[config.mk]
export PLATFORM = sky130hd
export DESIGN_NAME = dmi_arb_buffer
export DESIGN_NICKNAME = d
export VERILOG_FILES = /design/src/rtl/dmi_arb_buffer.sv
export SDC_FILE = /design/constraint.sdc
export NUM_CORES = 1
export LEC_CHECK = 0
export ABC_AREA = 1
export CORE_AREA = 2 2 81 83
export DETAILED_ROUTE_END_ITERATION = 7
export DIE_AREA = 0 0 83 85
export DONT_BUFFER_PORTS = 1
export PLACE_DENSITY = 0.57
export RECOVER_POWER = 50
export SLEW_MARGIN = 10
export SYNTH_ARGS = -nofsm -noshare
export SYNTH_HDL_FRONTEND = slang
export SYNTH_SLANG_ARGS = --single-unit
[constraint.sdc]
create_clock -name clk_i -period 3.15 [get_ports clk_i]
set_clock_uncertainty 0.15 [all_clocks]
set_input_delay 0.1575 -clock clk_i [delete_from_list [all_inputs] [get_ports clk_i]]
set_output_delay 0.1575 -clock clk_i [all_outputs]
set_load 0.01 [all_outputs]
[src/rtl/dmi_arb_buffer.sv]
// DMI request arbiter and in-order response router for N_CH debug transports sharing one DM port.
// An outstanding-tag FIFO remembers which channel issued each request, and whether its response should be dropped.
module dmi_arb_buffer #(
   parameter int N_CH   = 2,
   parameter int DEPTH  = 4,
   parameter int ADDR_W = 7,
   parameter int DATA_W = 32,
   parameter int OP_W   = 2,
   parameter int RESP_W = 2
) (
   input  logic                       clk_i,
   input  logic                       rst_ni,
   input  logic [N_CH-1:0]            ch_req_valid_i,
   output logic [N_CH-1:0]            ch_req_ready_o,
   input  logic [N_CH*ADDR_W-1:0]     ch_req_addr_i,
   input  logic [N_CH*DATA_W-1:0]     ch_req_data_i,
   input  logic [N_CH*OP_W-1:0]       ch_req_op_i,
   input  logic [N_CH-1:0]            ch_clear_i,
   output logic [N_CH-1:0]            ch_resp_valid_o,
   input  logic [N_CH-1:0]            ch_resp_ready_i,
   output logic [DATA_W-1:0]          ch_resp_data_o,
   output logic [RESP_W-1:0]          ch_resp_o,
   output logic                       dm_req_valid_o,
   input  logic                       dm_req_ready_i,
   output logic [ADDR_W-1:0]          dm_req_addr_o,
   output logic [DATA_W-1:0]          dm_req_data_o,
   output logic [OP_W-1:0]            dm_req_op_o,
   input  logic                       dm_resp_valid_i,
   output logic                       dm_resp_ready_o,
   input  logic [DATA_W-1:0]          dm_resp_data_i,
   input  logic [RESP_W-1:0]          dm_resp_i,
   output logic [$clog2(DEPTH+1)-1:0] outstanding_o,
   output logic                       stray_resp_o
);

   localparam int CH_W  = (N_CH > 1) ? $clog2(N_CH) : 1;
   localparam int PTR_W = $clog2(DEPTH);
   localparam int CNT_W = $clog2(DEPTH+1);

   logic [CH_W-1:0]  r_tag_ch [DEPTH];
   logic [DEPTH-1:0] r_tag_drop;
   logic [PTR_W-1:0] r_wptr;
   logic [PTR_W-1:0] r_rptr;
   logic [CNT_W-1:0] r_count;
   logic [CH_W-1:0]  r_rr;
   logic             r_stray;

   logic [N_CH-1:0]  w_elig;
   logic             w_any;
   logic [CH_W-1:0]  w_grant;
   logic             w_full;
   logic             w_empty;
   logic             w_req_valid;
   logic             w_push;
   logic             w_pop;
   logic             w_stray_acc;
   logic [CH_W-1:0]  w_head_ch;
   logic             w_head_drop;

   function automatic logic [CH_W-1:0] rr_idx(input logic [CH_W-1:0] base, input int k);
      int s;
      s = int'(base) + k;
      if (s >= N_CH) s = s - N_CH;
      return CH_W'(s);
   endfunction

   assign w_elig      = ch_req_valid_i & ~ch_clear_i;
   assign w_full      = (r_count == CNT_W'(DEPTH));
   assign w_empty     = (r_count == '0);
   assign w_head_ch   = r_tag_ch[r_rptr];
   assign w_head_drop = r_tag_drop[r_rptr];

   // First eligible channel at or after r_rr, wrapping.
   always_comb begin
      w_any   = 1'b0;
      w_grant = r_rr;
      for (int k = 0; k < N_CH; k++) begin
         if (!w_any && w_elig[rr_idx(r_rr, k)]) begin
            w_any   = 1'b1;
            w_grant = rr_idx(r_rr, k);
         end
      end
   end

   assign w_req_valid = rst_ni && w_any && !w_full;
   assign w_push      = w_req_valid && dm_req_ready_i;

   always_comb begin
      dm_req_valid_o = w_req_valid;
      dm_req_addr_o  = '0;
      dm_req_data_o  = '0;
      dm_req_op_o    = '0;
      ch_req_ready_o = '0;
      if (w_req_valid) begin
         dm_req_addr_o           = ch_req_addr_i[w_grant*ADDR_W +: ADDR_W];
         dm_req_data_o           = ch_req_data_i[w_grant*DATA_W +: DATA_W];
         dm_req_op_o             = ch_req_op_i[w_grant*OP_W +: OP_W];
         ch_req_ready_o[w_grant] = dm_req_ready_i;
      end
   end

   always_comb begin
      ch_resp_valid_o = '0;
      dm_resp_ready_o = 1'b0;
      w_pop           = 1'b0;
      w_stray_acc     = 1'b0;
      if (rst_ni) begin
         if (w_empty) begin
            dm_resp_ready_o = 1'b1;
            w_stray_acc     = dm_resp_valid_i;
         end else if (w_head_drop) begin
            dm_resp_ready_o = 1'b1;
            w_pop           = dm_resp_valid_i;
         end else begin
            ch_resp_valid_o[w_head_ch] = dm_resp_valid_i;
            dm_resp_ready_o            = ch_resp_ready_i[w_head_ch];
            w_pop                      = dm_resp_valid_i && ch_resp_ready_i[w_head_ch];
         end
      end
   end

   assign ch_resp_data_o = dm_resp_data_i;
   assign ch_resp_o      = dm_resp_i;
   assign outstanding_o  = r_count;
   assign stray_resp_o   = r_stray;

   always_ff @(posedge clk_i or negedge rst_ni) begin
      if (!rst_ni) begin
         r_wptr     <= '0;
         r_rptr     <= '0;
         r_count    <= '0;
         r_rr       <= '0;
         r_stray    <= 1'b0;
         r_tag_drop <= '0;
         for (int i = 0; i < DEPTH; i++) r_tag_ch[i] <= '0;
      end else begin
         r_stray <= w_stray_acc;
         if (w_push) begin
            r_wptr <= r_wptr + 1'b1;
            r_rr   <= rr_idx(w_grant, 1);
         end
         if (w_pop) r_rptr <= r_rptr + 1'b1;
         case ({w_push, w_pop})
            2'b10:   r_count <= r_count + 1'b1;
            2'b01:   r_count <= r_count - 1'b1;
            default: ;
         endcase
         // Stale slots may also get marked; harmless since a push always rewrites drop.
         for (int i = 0; i < DEPTH; i++) begin
            if (w_push && (r_wptr == PTR_W'(i))) begin
               r_tag_ch[i]   <= w_grant;
               r_tag_drop[i] <= 1'b0;
            end else if (ch_clear_i[r_tag_ch[i]]) begin
               r_tag_drop[i] <= 1'b1;
            end
         end
      end
   end

endmodule

==> metrics.cfg <==
[global_route]
grt_util_met1=0.174
antenna_found_initial=0
use_met2=0.165
grt_overflow_total=0
busiest_layer=met1
track_usage=0.119
use_met3=0.0340
grt_pass1_wl_um=6870
grt_pass1_vias=1368
grt_max_degree=47

[sta]
rsz0062_at_grt=no
period_minus_slack_ns=2.56
setup_viol=0
finalCritPeriodShare=0.813
max_freq_mhz=390
slew_headroom=0.470
drv_slew=0
worst_slew_pin_slew_ns=0.792
hold_violations=0
tns_ns=0

[synth]
synthArstFlopShare=1.00
synth_flop_cell=dfrtp_1
syn_nets=428
synth_top_area_frac=0.220
synth_area_per_cell_um2=6.54
synthTopCellsByArea=dfrtp_1, nor2_1, buf_4, o21ai_1, nand2_1
yosys_register_bits=17
yosysMostFrequentCell=nor2_1
netlist_instances=296
ys_types=31
synth_edf_count=0
syn_area_mm2=0.00194
synth_commonest_cells=nor2_1, buf_4, o21ai_1
seq_area_frac_synth=0.220
synth_area_leader_cell=dfrtp_1
synth.yosys.warnings=0

[clock_network]
cts_buffers=3
path_clk_slew_ns=0.07
cts.path.max_buffers=2
post-cts-setup-buffers=0
cts_tree=yes
htreeDepth=1
cts_root_buf=clkbuf_8
clk_latency_ns=0.26
clock-sinks=17

[floorplan]
die_height_um=85
die_x_um=83
num_rows=29
core_area_mm2=0.00620
die-area_mm2=0.00706
start_util=0.312
io_pins=211

[route]
drt-wirelength-per-cell_um=14.4
ant_nets=0
wl_um=4800
vias=1680
dr.first_iter.drc_count=77
drc=0
vias_per_cell=5.03
first_pass_iters=5

[power]
p_total_w=0.00130
p_leak_nw=0.814
power.density_mw_per_mm2=738
ir_drop_mv=0.303

[worst_setup_path]
required_ns=3.14
startpoint_type=register
end_kind=register
arrival_ns=2.55
cp_max_fo=15
crit_type=register to register

[cells_and_area]
syn_to_final_growth_pct=-8.72
drive_above_1_share=0.0973
nNetsFinal=390
diodes=0

[flow_run]
drv_cap=0

[worst_hold_path]
hold_path.class=input port to register

[placed_design]
hpwl_um=3700
portBuffers=0
gp_congestion=0.798

[status]
outcome=complete, no violations

[cells in the final DEF (no fill, tap or decap), types with 2 or more instances in the layout]
| cell type | instances |
|---|---|
| nand3_2 | 2 |
| inv_2 | 3 |
| dlygate4sd3_1 | 3 |
| clkbuf_8 | 3 |
| a21oi_1 | 2 |
| ha_1 | 5 |
| o21ai_0 | 3 |
| o21ai_2 | 4 |
| nand3_1 | 6 |
| nand2_4 | 4 |
| o21ai_1 | 40 |
| dfrtp_1 | 17 |
| nor2_1 | 98 |
| inv_1 | 15 |
| a21oi_2 | 2 |
| nor3_1 | 2 |
| a211oi_1 | 4 |
| nand2_1 | 29 |
| xor2_1 | 2 |
[worst paths after layout]
kind | from | endpoint | slack (ns) | cells past startpoint
min in group asynchronous | rst_ni | outstanding_o[1] | 0.58 | 2
setup reg to reg | outstanding_o[1] | outstanding_o[2] | 0.59 | 9
hold reg to reg | r_tag_drop[3] | r_tag_drop[3] | 0.37 | 2
max in group asynchronous | rst_ni | r_tag_drop[2] | 1.77 | 2
setup / recovery | outstanding_o[1] | outstanding_o[2] | 0.59 | 9
hold / removal | ch_clear_i[0] | r_tag_drop[1] | 0.04 | 4
[report_power, final]
| part | switching (W) | internal (W) | total (W) | leakage [nW] |
|---|---|---|---|---|
| clock | 0.0000758 | 0.0000899 | 0.000166 | 0.0228 |
| combinational | 0.000501 | 0.000216 | 0.000717 | 0.597 |
| sequential | 0.000116 | 0.000305 | 0.000421 | 0.194 |
[layout make-up]
type | instances | area (um^2)
Tap cell | 77 | 96.3
Clock buffer | 4 | 45.0
Fill cell | 675 | 4440
Timing Repair Buffer | 5 | 47.5
Multi-Input combinational cell | 212 | 1080
Sequential cell | 17 | 425
Inverter | 19 | 73.8
[routing by layer]
| layer | share of wire | routed length (um) | vias to the layer above |
|---|---|---|---|
| met4 | 0.016 | 76 | 0 |
| met1 | 0.46 | 2190 | 753 |
| met2 | 0.44 | 2090 | 95 |
| li1 | - | - | 823 |
| met3 | 0.092 | 443 | 9 |
| met5 | 0 | 0 | - |
[through the flow]
| stage | cell area [um^2] | instances | hold WS (ns) | setup slack, ns | util |
|---|---|---|---|---|---|
| after global placement | 1690 | 326 | -0.288 | 0.795 | 0.273 |
| final | 1770 | 334 | 0.0449 | 0.588 | 0.285 |
| after floorplan | 1940 | 296 | -0.288 | 0.876 | - |
| after global routing | 1770 | 334 | 0.0523 | 0.400 | 0.285 |
| after detailed placement | 1690 | 326 | -0.288 | 0.759 | 0.273 |
| after CTS | 1770 | 333 | 0.0413 | 0.229 | 0.285 |
[timing repair]
item / in CTS / in global routing
hold buffers: 3 / 1
endpoints found under the hold margin: 22 / 17
setup endpoints to repair: 0 / 1
resized for setup: 0 / 1
[worst max-delay path, cell delays in order, from the launching register on]
cell and delay (ns):
dfrtp_1 0.47, nor3_1 0.52, nor2_8 0.08, nand2_4 0.21, ha_1 0.18, inv_1 0.07
fa_1 0.37, a21oi_1 0.13, o21ai_0 0.10, xor2_1 0.15
[state kept, by name (all words and copies together), names as in the netlist]
register       cells
r_rptr             2
r_tag_drop         4
r_wptr             2
r_tag_ch           4
r_rr               1
outstanding_o      3
stray_resp_o       1
[logic make-up (layout without fill, tap and decap cells)]
family | Yosys count | in the layout | share of synthesized area
fa+ha+maj | 6 | 6 | 0.0426
flops | 17 | 17 | 0.220
buf+inv | 67 | 28 | 0.217
simple gates | 145 | 145 | 0.326
compound gates | 57 | 57 | 0.172
xor+xnor | 4 | 4 | 0.0220
Note: power is estimated with default switching activity, not from simulation.
